### src/rtl/spike_shift_arbiter.sv
// Round-robin arbiter that time-shares one external barrel shifter among NUM_REQ
// requesters: accept, issue one cycle to the shifter, return the registered result.
module spike_shift_arbiter #(
    parameter  int NUM_REQ       = 4,
    parameter  int LEN           = 8,
    parameter  int MAX_SHIFT_MAG = 2,
    localparam int SW            = 2 * MAX_SHIFT_MAG + 1,
    localparam int ID_W          = $clog2(NUM_REQ)
) (
    input  logic                   clk,
    input  logic                   rst,
    input  logic [NUM_REQ-1:0]     req_valid,
    output logic [NUM_REQ-1:0]     req_ready,
    input  logic [NUM_REQ*LEN-1:0] req_data,
    input  logic [NUM_REQ*SW-1:0]  req_shift,
    output logic [LEN-1:0]         sh_ip,
    output logic [SW-1:0]          sh_shift_mag,
    input  logic [LEN-1:0]         sh_op,
    output logic                   rsp_valid,
    input  logic                   rsp_ready,
    output logic [LEN-1:0]         rsp_data,
    output logic [ID_W-1:0]        rsp_id,
    output logic                   rsp_err
);

    typedef enum logic [1:0] {
        IDLE  = 2'd0,
        ISSUE = 2'd1,
        RESP  = 2'd2
    } state_t;

    state_t          state;
    logic [ID_W-1:0] rr_ptr;
    logic [ID_W-1:0] id_reg;
    logic            err_reg;

    logic            grant_any;
    logic [ID_W-1:0] grant_id;
    logic [LEN-1:0]  sel_data;
    logic [SW-1:0]   sel_shift;
    logic            sel_err;
    logic            accept;
    int unsigned     idx;

    // First valid requester at or after rr_ptr, wrapping modulo NUM_REQ.
    always_comb begin
        grant_any = 1'b0;
        grant_id  = '0;
        idx       = 0;
        for (int unsigned off = 0; off < NUM_REQ; off++) begin
            idx = (32'(rr_ptr) + off) % NUM_REQ;
            if (!grant_any && req_valid[ID_W'(idx)]) begin
                grant_any = 1'b1;
                grant_id  = ID_W'(idx);
            end
        end
    end

    always_comb begin
        sel_data  = '0;
        sel_shift = '0;
        for (int unsigned r = 0; r < NUM_REQ; r++) begin
            if (grant_id == ID_W'(r)) begin
                sel_data  = req_data[r*LEN +: LEN];
                sel_shift = req_shift[r*SW +: SW];
            end
        end
    end

    // More than one bit set iff clearing the lowest set bit leaves something.
    assign sel_err = |(sel_shift & (sel_shift - SW'(1)));

    assign accept = (state == IDLE) && grant_any && !rst;

    always_comb begin
        req_ready = '0;
        for (int unsigned r = 0; r < NUM_REQ; r++) begin
            req_ready[r] = accept && (grant_id == ID_W'(r));
        end
    end

    // sh_ip/sh_shift_mag double as the latched operand and shift code: loaded on
    // accept, presented during ISSUE, cleared on leaving ISSUE.
    always_ff @(posedge clk) begin
        if (rst) begin
            state        <= IDLE;
            rr_ptr       <= '0;
            id_reg       <= '0;
            err_reg      <= 1'b0;
            sh_ip        <= '0;
            sh_shift_mag <= '0;
            rsp_valid    <= 1'b0;
            rsp_data     <= '0;
            rsp_id       <= '0;
            rsp_err      <= 1'b0;
        end else begin
            case (state)
                IDLE: begin
                    if (grant_any) begin
                        sh_ip        <= sel_data;
                        sh_shift_mag <= sel_shift;
                        id_reg       <= grant_id;
                        err_reg      <= sel_err;
                        state        <= ISSUE;
                    end
                end
                ISSUE: begin
                    rsp_data     <= sh_op;
                    rsp_id       <= id_reg;
                    rsp_err      <= err_reg;
                    rsp_valid    <= 1'b1;
                    sh_ip        <= '0;
                    sh_shift_mag <= '0;
                    state        <= RESP;
                end
                RESP: begin
                    if (rsp_ready) begin
                        rsp_valid <= 1'b0;
                        rr_ptr    <= (id_reg == ID_W'(NUM_REQ - 1)) ? '0 : id_reg + ID_W'(1);
                        state     <= IDLE;
                    end
                end
                default: state <= IDLE;
            endcase
        end
    end

endmodule

### config.mk
export PLATFORM = sky130hd
export DESIGN_NAME = spike_shift_arbiter
export DESIGN_NICKNAME = d
export VERILOG_FILES = /design/src/rtl/spike_shift_arbiter.sv
export SDC_FILE = /design/constraint.sdc
export NUM_CORES = 1
export LEC_CHECK = 0
export CORE_ASPECT_RATIO = 1.4
export CORE_MARGIN = 2
export CORE_UTILIZATION = 35
export DETAILED_ROUTE_END_ITERATION = 16
export GPL_TIMING_DRIVEN = 0
export PLACE_DENSITY = 0.84
export SKIP_LAST_GASP = 1
export SYNTH_ARGS = -nofsm -noshare
export SYNTH_HDL_FRONTEND = slang
export SYNTH_SLANG_ARGS = --single-unit
### constraint.sdc
create_clock -name clk -period 2.5 [get_ports clk]
set_clock_uncertainty 0.1 [all_clocks]
set_input_delay 0.25 -clock clk [delete_from_list [all_inputs] [get_ports clk]]
set_output_delay 0.25 -clock clk [all_outputs]
set_load 0.01 [all_outputs]
==> PnR_summary.wiki <==
{| class="wikitable"
! Metric !! Value
|-
| Run status || finished clean
|-
| Main flop type after synthesis || sky130_fd_sc_hd__dfxtp_1
|-
| Global placer's final weighted congestion || about 0.9
|-
| Net Sw Frac || between 20% and 30%
|-
| Horizontal extent of the die || ~64 um
|-
| Power Internal || roughly 1.1 mW
|-
| Kind of launch point of the worst setup path || primary input
|-
| Final Non-Filler Cells || ~410
|-
| Final critical-path share of the clock period || between 90% and 100%
|-
| Combinational share of power || 33.0%
|-
| Share of flip-flops with an asynchronous set or reset after synthesis || 0%
|-
| Slowest-stage cell, CP || sky130_fd_sc_hd__clkdlybuf4s50_1
|-
| Kind of cell with the highest combined delay on the critical path || simple AND/OR/NAND/NOR gates
|-
| Overall Global Routing Usage || 21.39%
|-
| Max-cap violations || 0
|-
| CTS tree || built
|-
| Top-level port count || 96
|-
| Per-instance average area after synthesis || about 7.6 um2
|-
| CP Class || in -> out
|-
| Total Die Area || around 5700 um2
|-
| Setup repair after global routing missed its margin || true
|-
| First-pass GRT wire length || roughly 9.5 mm
|-
| Crit-path cells || clkdlybuf4s50_1, nor4_2, nor3_2, nand2b_1, nor3_2, dlygate4sd2_1
|-
| Detailed-route wire length per cell || between 15 and 20 um
|-
| Cell area after synthesis || around 1800 um2
|-
| Number of rows in the core area || 30
|-
| Number of vias per cell || between 5 and 6
|-
| Buffers plus inverters on the worst setup path || 2
|-
| Worst Path Max Fanout || 7
|-
| Source-to-sink clock delay at the later pin of the worst-skew pair || 0.29 ns
|-
| Post-Synthesis Net Count || 303
|-
| Effective utilization at floorplan || a little over a third
|-
| Placed Instances || 394
|-
| Maximum number of pins on one net before global-route repair || 13
|-
| Number of unique standard cell types used by synthesis || 35
|-
| Total number of nets in the final design || 411
|-
| Antenna diodes || 0
|-
| Via total after detailed routing || between 2,000 and 2,500
|-
| F_max || between 400 and 500 MHz
|-
| Delay of the slowest cell on the worst path || between 0.5 and 0.6 ns
|-
| Pwr per Cell Area || between 500 and 600 nW/um2
|-
| Number of design rule violations left after detail routing || 0
|-
| Clock group share of total power || between 30% and 40%
|-
| Slew at the pin closest to its max-slew limit || around 0.47 ns
|-
| Top flop regs || rsp_data: 8 flops, sh_ip: 8 flops, sh_shift_mag: 5 flops
|-
| Via count of the first global-routing pass || roughly 2,100
|-
| Crit path capture type || output port
|-
| Post-layout minimum cycle time || about 2.5 ns
|-
| Slack of the worst reg-to-reg path || 0.12 ns
|-
| Iteration-0 DRC count of the detailed router || 136
|-
| CTS Root Buffer Type || sky130_fd_sc_hd__clkbuf_8
|-
| Cells after Synth || 235
|-
| Part of the Yosys area used for sequential elements || a little over a third
|-
| Final hold violation count || 0
|-
| Count of flip-flops with a built-in enable after synthesis || 0
|-
| Data arrival, critical path || 2.11 ns
|-
| Number of antenna violations at the first check in global routing || 0
|-
| Final core utilization || between 60 and 70%
|-
| Final Slew Violations || 0
|-
| Sum of net half-perimeters after detailed placement || about 4.4 mm
|-
| Post-synthesis sequential element count || 32
|-
| Global route total overflow || 0
|-
| Antenna Violating Nets Remaining || 0
|-
| Clock buffers created by TritonCTS || 5
|-
| Signed area change from the synthesized netlist to the final layout || 76.79%
|-
| Leakage power total || approximately 1.2 nW
|-
| Total iterations of the first detailed-routing run || 4
|-
| Count of buffers inserted at the top-level ports || 95
|-
| Clock tree buffer depth || 2
|-
| Part of the power in registers || 36.4%
|-
| Die span in y || roughly 90 um
|-
| Hold Crit Class || reg -> reg
|-
| Final wirelength || just over 6 mm
|-
| Number of warnings reported in the yosys synthesis log || 0
|-
| Final setup violation count || 0
|-
| Normalized max-slew margin || slightly below 70%
|-
| WP data required || approximately 2.2 ns
|-
| Core outline area || 4880 um2
|-
| Post-CTS Hold Buffers || 0
|-
| Clock edge transition at the registers on the reported setup and hold paths || ~0.070 ns
|-
| CP dominant cell by count || sky130_fd_sc_hd__nor3_2
|-
| Fraction of final layout cells with drive strength greater than 1 || 15.12%
|-
| Net switching power of the design || just under 500 uW
|-
| Worst IR Drop VDD || between 0.3 and 0.4 mV
|-
| Number of sinks handled by clock tree synthesis || 32
|-
| Number of H-tree levels || 2
|}
metrics by stage:
step | hold WS [ns] | setup TNS (ns) | setup slack (ns) | instance area [um2] | power [mW]
6_report | 0.3553 | 0 | 0.03850 | 3154 | 1.621
3_3_place_gp | 0.3415 | -7.809 | -0.8831 | 2815 | 1.066
2_1_floorplan | 0.2860 | 0 | 0.3846 | 1784 | 0.8286
3_5_place_dp | 0.3482 | -8.768 | -0.9688 | 2815 | 1.075
4_1_cts | 0.3582 | -0.1340 | -0.1340 | 3059 | 1.599
5_1_grt | 0.3805 | -0.1451 | -0.1048 | 3154 | 1.697
repair_timing:
| action | 4_1_cts | 5_1_grt |
|---|---|---|
| endpoints found under the hold margin | 0 | 0 |
| buffers inserted | 4 | 3 |
| resized for setup | 39 | 18 |
| cloned | 0 | 1 |
| endpoints found under the setup margin | 12 | 8 |
| pin swaps | 2 | 7 |
kinds of logic after synthesis:
group           count (synthesis)  synth area share (%)
buf+inv                        17                 4.698
simple gates                  133                 35.62
fa+ha+maj                       1                0.7012
mux                             2                 1.122
flops                          32                 35.90
compound gates                 50                 21.95
layer usage:
metal	share of wire (%)	up-vias	GRT usage, %
met1	37	1010	22.78
li1	-	1070	-
met5	0	-	0
met3	7.7	13	5.598
met4	2.8	0	8.897
met2	52	106	39.87
power groups by stage:
stage,combinational (mW),clock [mW],sequential (mW)
2_1_floorplan,0.215,0,0.614
3_3_place_gp,0.469,0,0.598
3_5_place_dp,0.476,0,0.600
4_1_cts,0.504,0.506,0.590
5_1_grt,0.580,0.523,0.594
6_report,0.535,0.496,0.590
cells in the mapped netlist (3+ instances only):
master	count	share of area, %
sky130_fd_sc_hd__nand2_1	62	13
sky130_fd_sc_hd__dfxtp_1	32	36
sky130_fd_sc_hd__nand3_1	28	7.9
sky130_fd_sc_hd__a21oi_1	15	4.2
sky130_fd_sc_hd__nor2_1	10	2.1
sky130_fd_sc_hd__a32o_1	8	4.5
sky130_fd_sc_hd__nor3_1	8	2.2
sky130_fd_sc_hd__nor4_1	7	2.5
sky130_fd_sc_hd__clkbuf_1	6	1.3
sky130_fd_sc_hd__a221oi_1	5	2.5
sky130_fd_sc_hd__a22o_1	5	2.5
sky130_fd_sc_hd__nor3b_1	5	2.1
sky130_fd_sc_hd__o21ai_0	5	1.4
sky130_fd_sc_hd__buf_2	4	1.1
sky130_fd_sc_hd__nor2b_1	4	1.4
sky130_fd_sc_hd__a32oi_2	3	2.7
sky130_fd_sc_hd__buf_1	3	0.63
sky130_fd_sc_hd__nand2b_1	3	1.1
worst paths after layout:
kind / cells past startpoint / from / end
max: 6 / req_valid[0] / req_ready[2]
min: 2 / rsp_data[1] / rsp_data[1]
max reg2reg: 9 / rr_ptr[0] / err_reg
min reg2reg: 2 / rsp_data[1] / rsp_data[1]
cell usage in the layout, fill, tap and decap left out, types with 5 or more instances in the layout:
cell type	instances
sky130_fd_sc_hd__clkdlybuf4s50_1	88
sky130_fd_sc_hd__nor4_1	5
sky130_fd_sc_hd__nor2_1	8
sky130_fd_sc_hd__a22o_1	5
sky130_fd_sc_hd__dfxtp_1	32
sky130_fd_sc_hd__a21oi_1	15
sky130_fd_sc_hd__clkbuf_8	5
sky130_fd_sc_hd__nor3b_1	5
sky130_fd_sc_hd__nand3_1	27
sky130_fd_sc_hd__a32o_1	8
sky130_fd_sc_hd__nand2_1	60
sky130_fd_sc_hd__buf_4	7
cell type report:
class | count | area, um2
fillers | 420 | 1725
multi-input cells | 186 | 1214
repair buffers | 103 | 1012
flip-flops and latches | 32 | 640.6
plain buffers | 13 | 88.84
well taps | 64 | 80.08
clock buffers | 5 | 68.82
clock inverters | 3 | 42.54
inverters | 2 | 7.507
worst min-delay path, delay by kind of cell (launching register included):
kind | cells | cell delay, ns
AOI/OAI and AO/OA | 1 | 0.05
DFF | 1 | 0.31
and+or+nand+nor | 1 | 0.05
No activity file was read; power rests on OpenSTA's default activity.
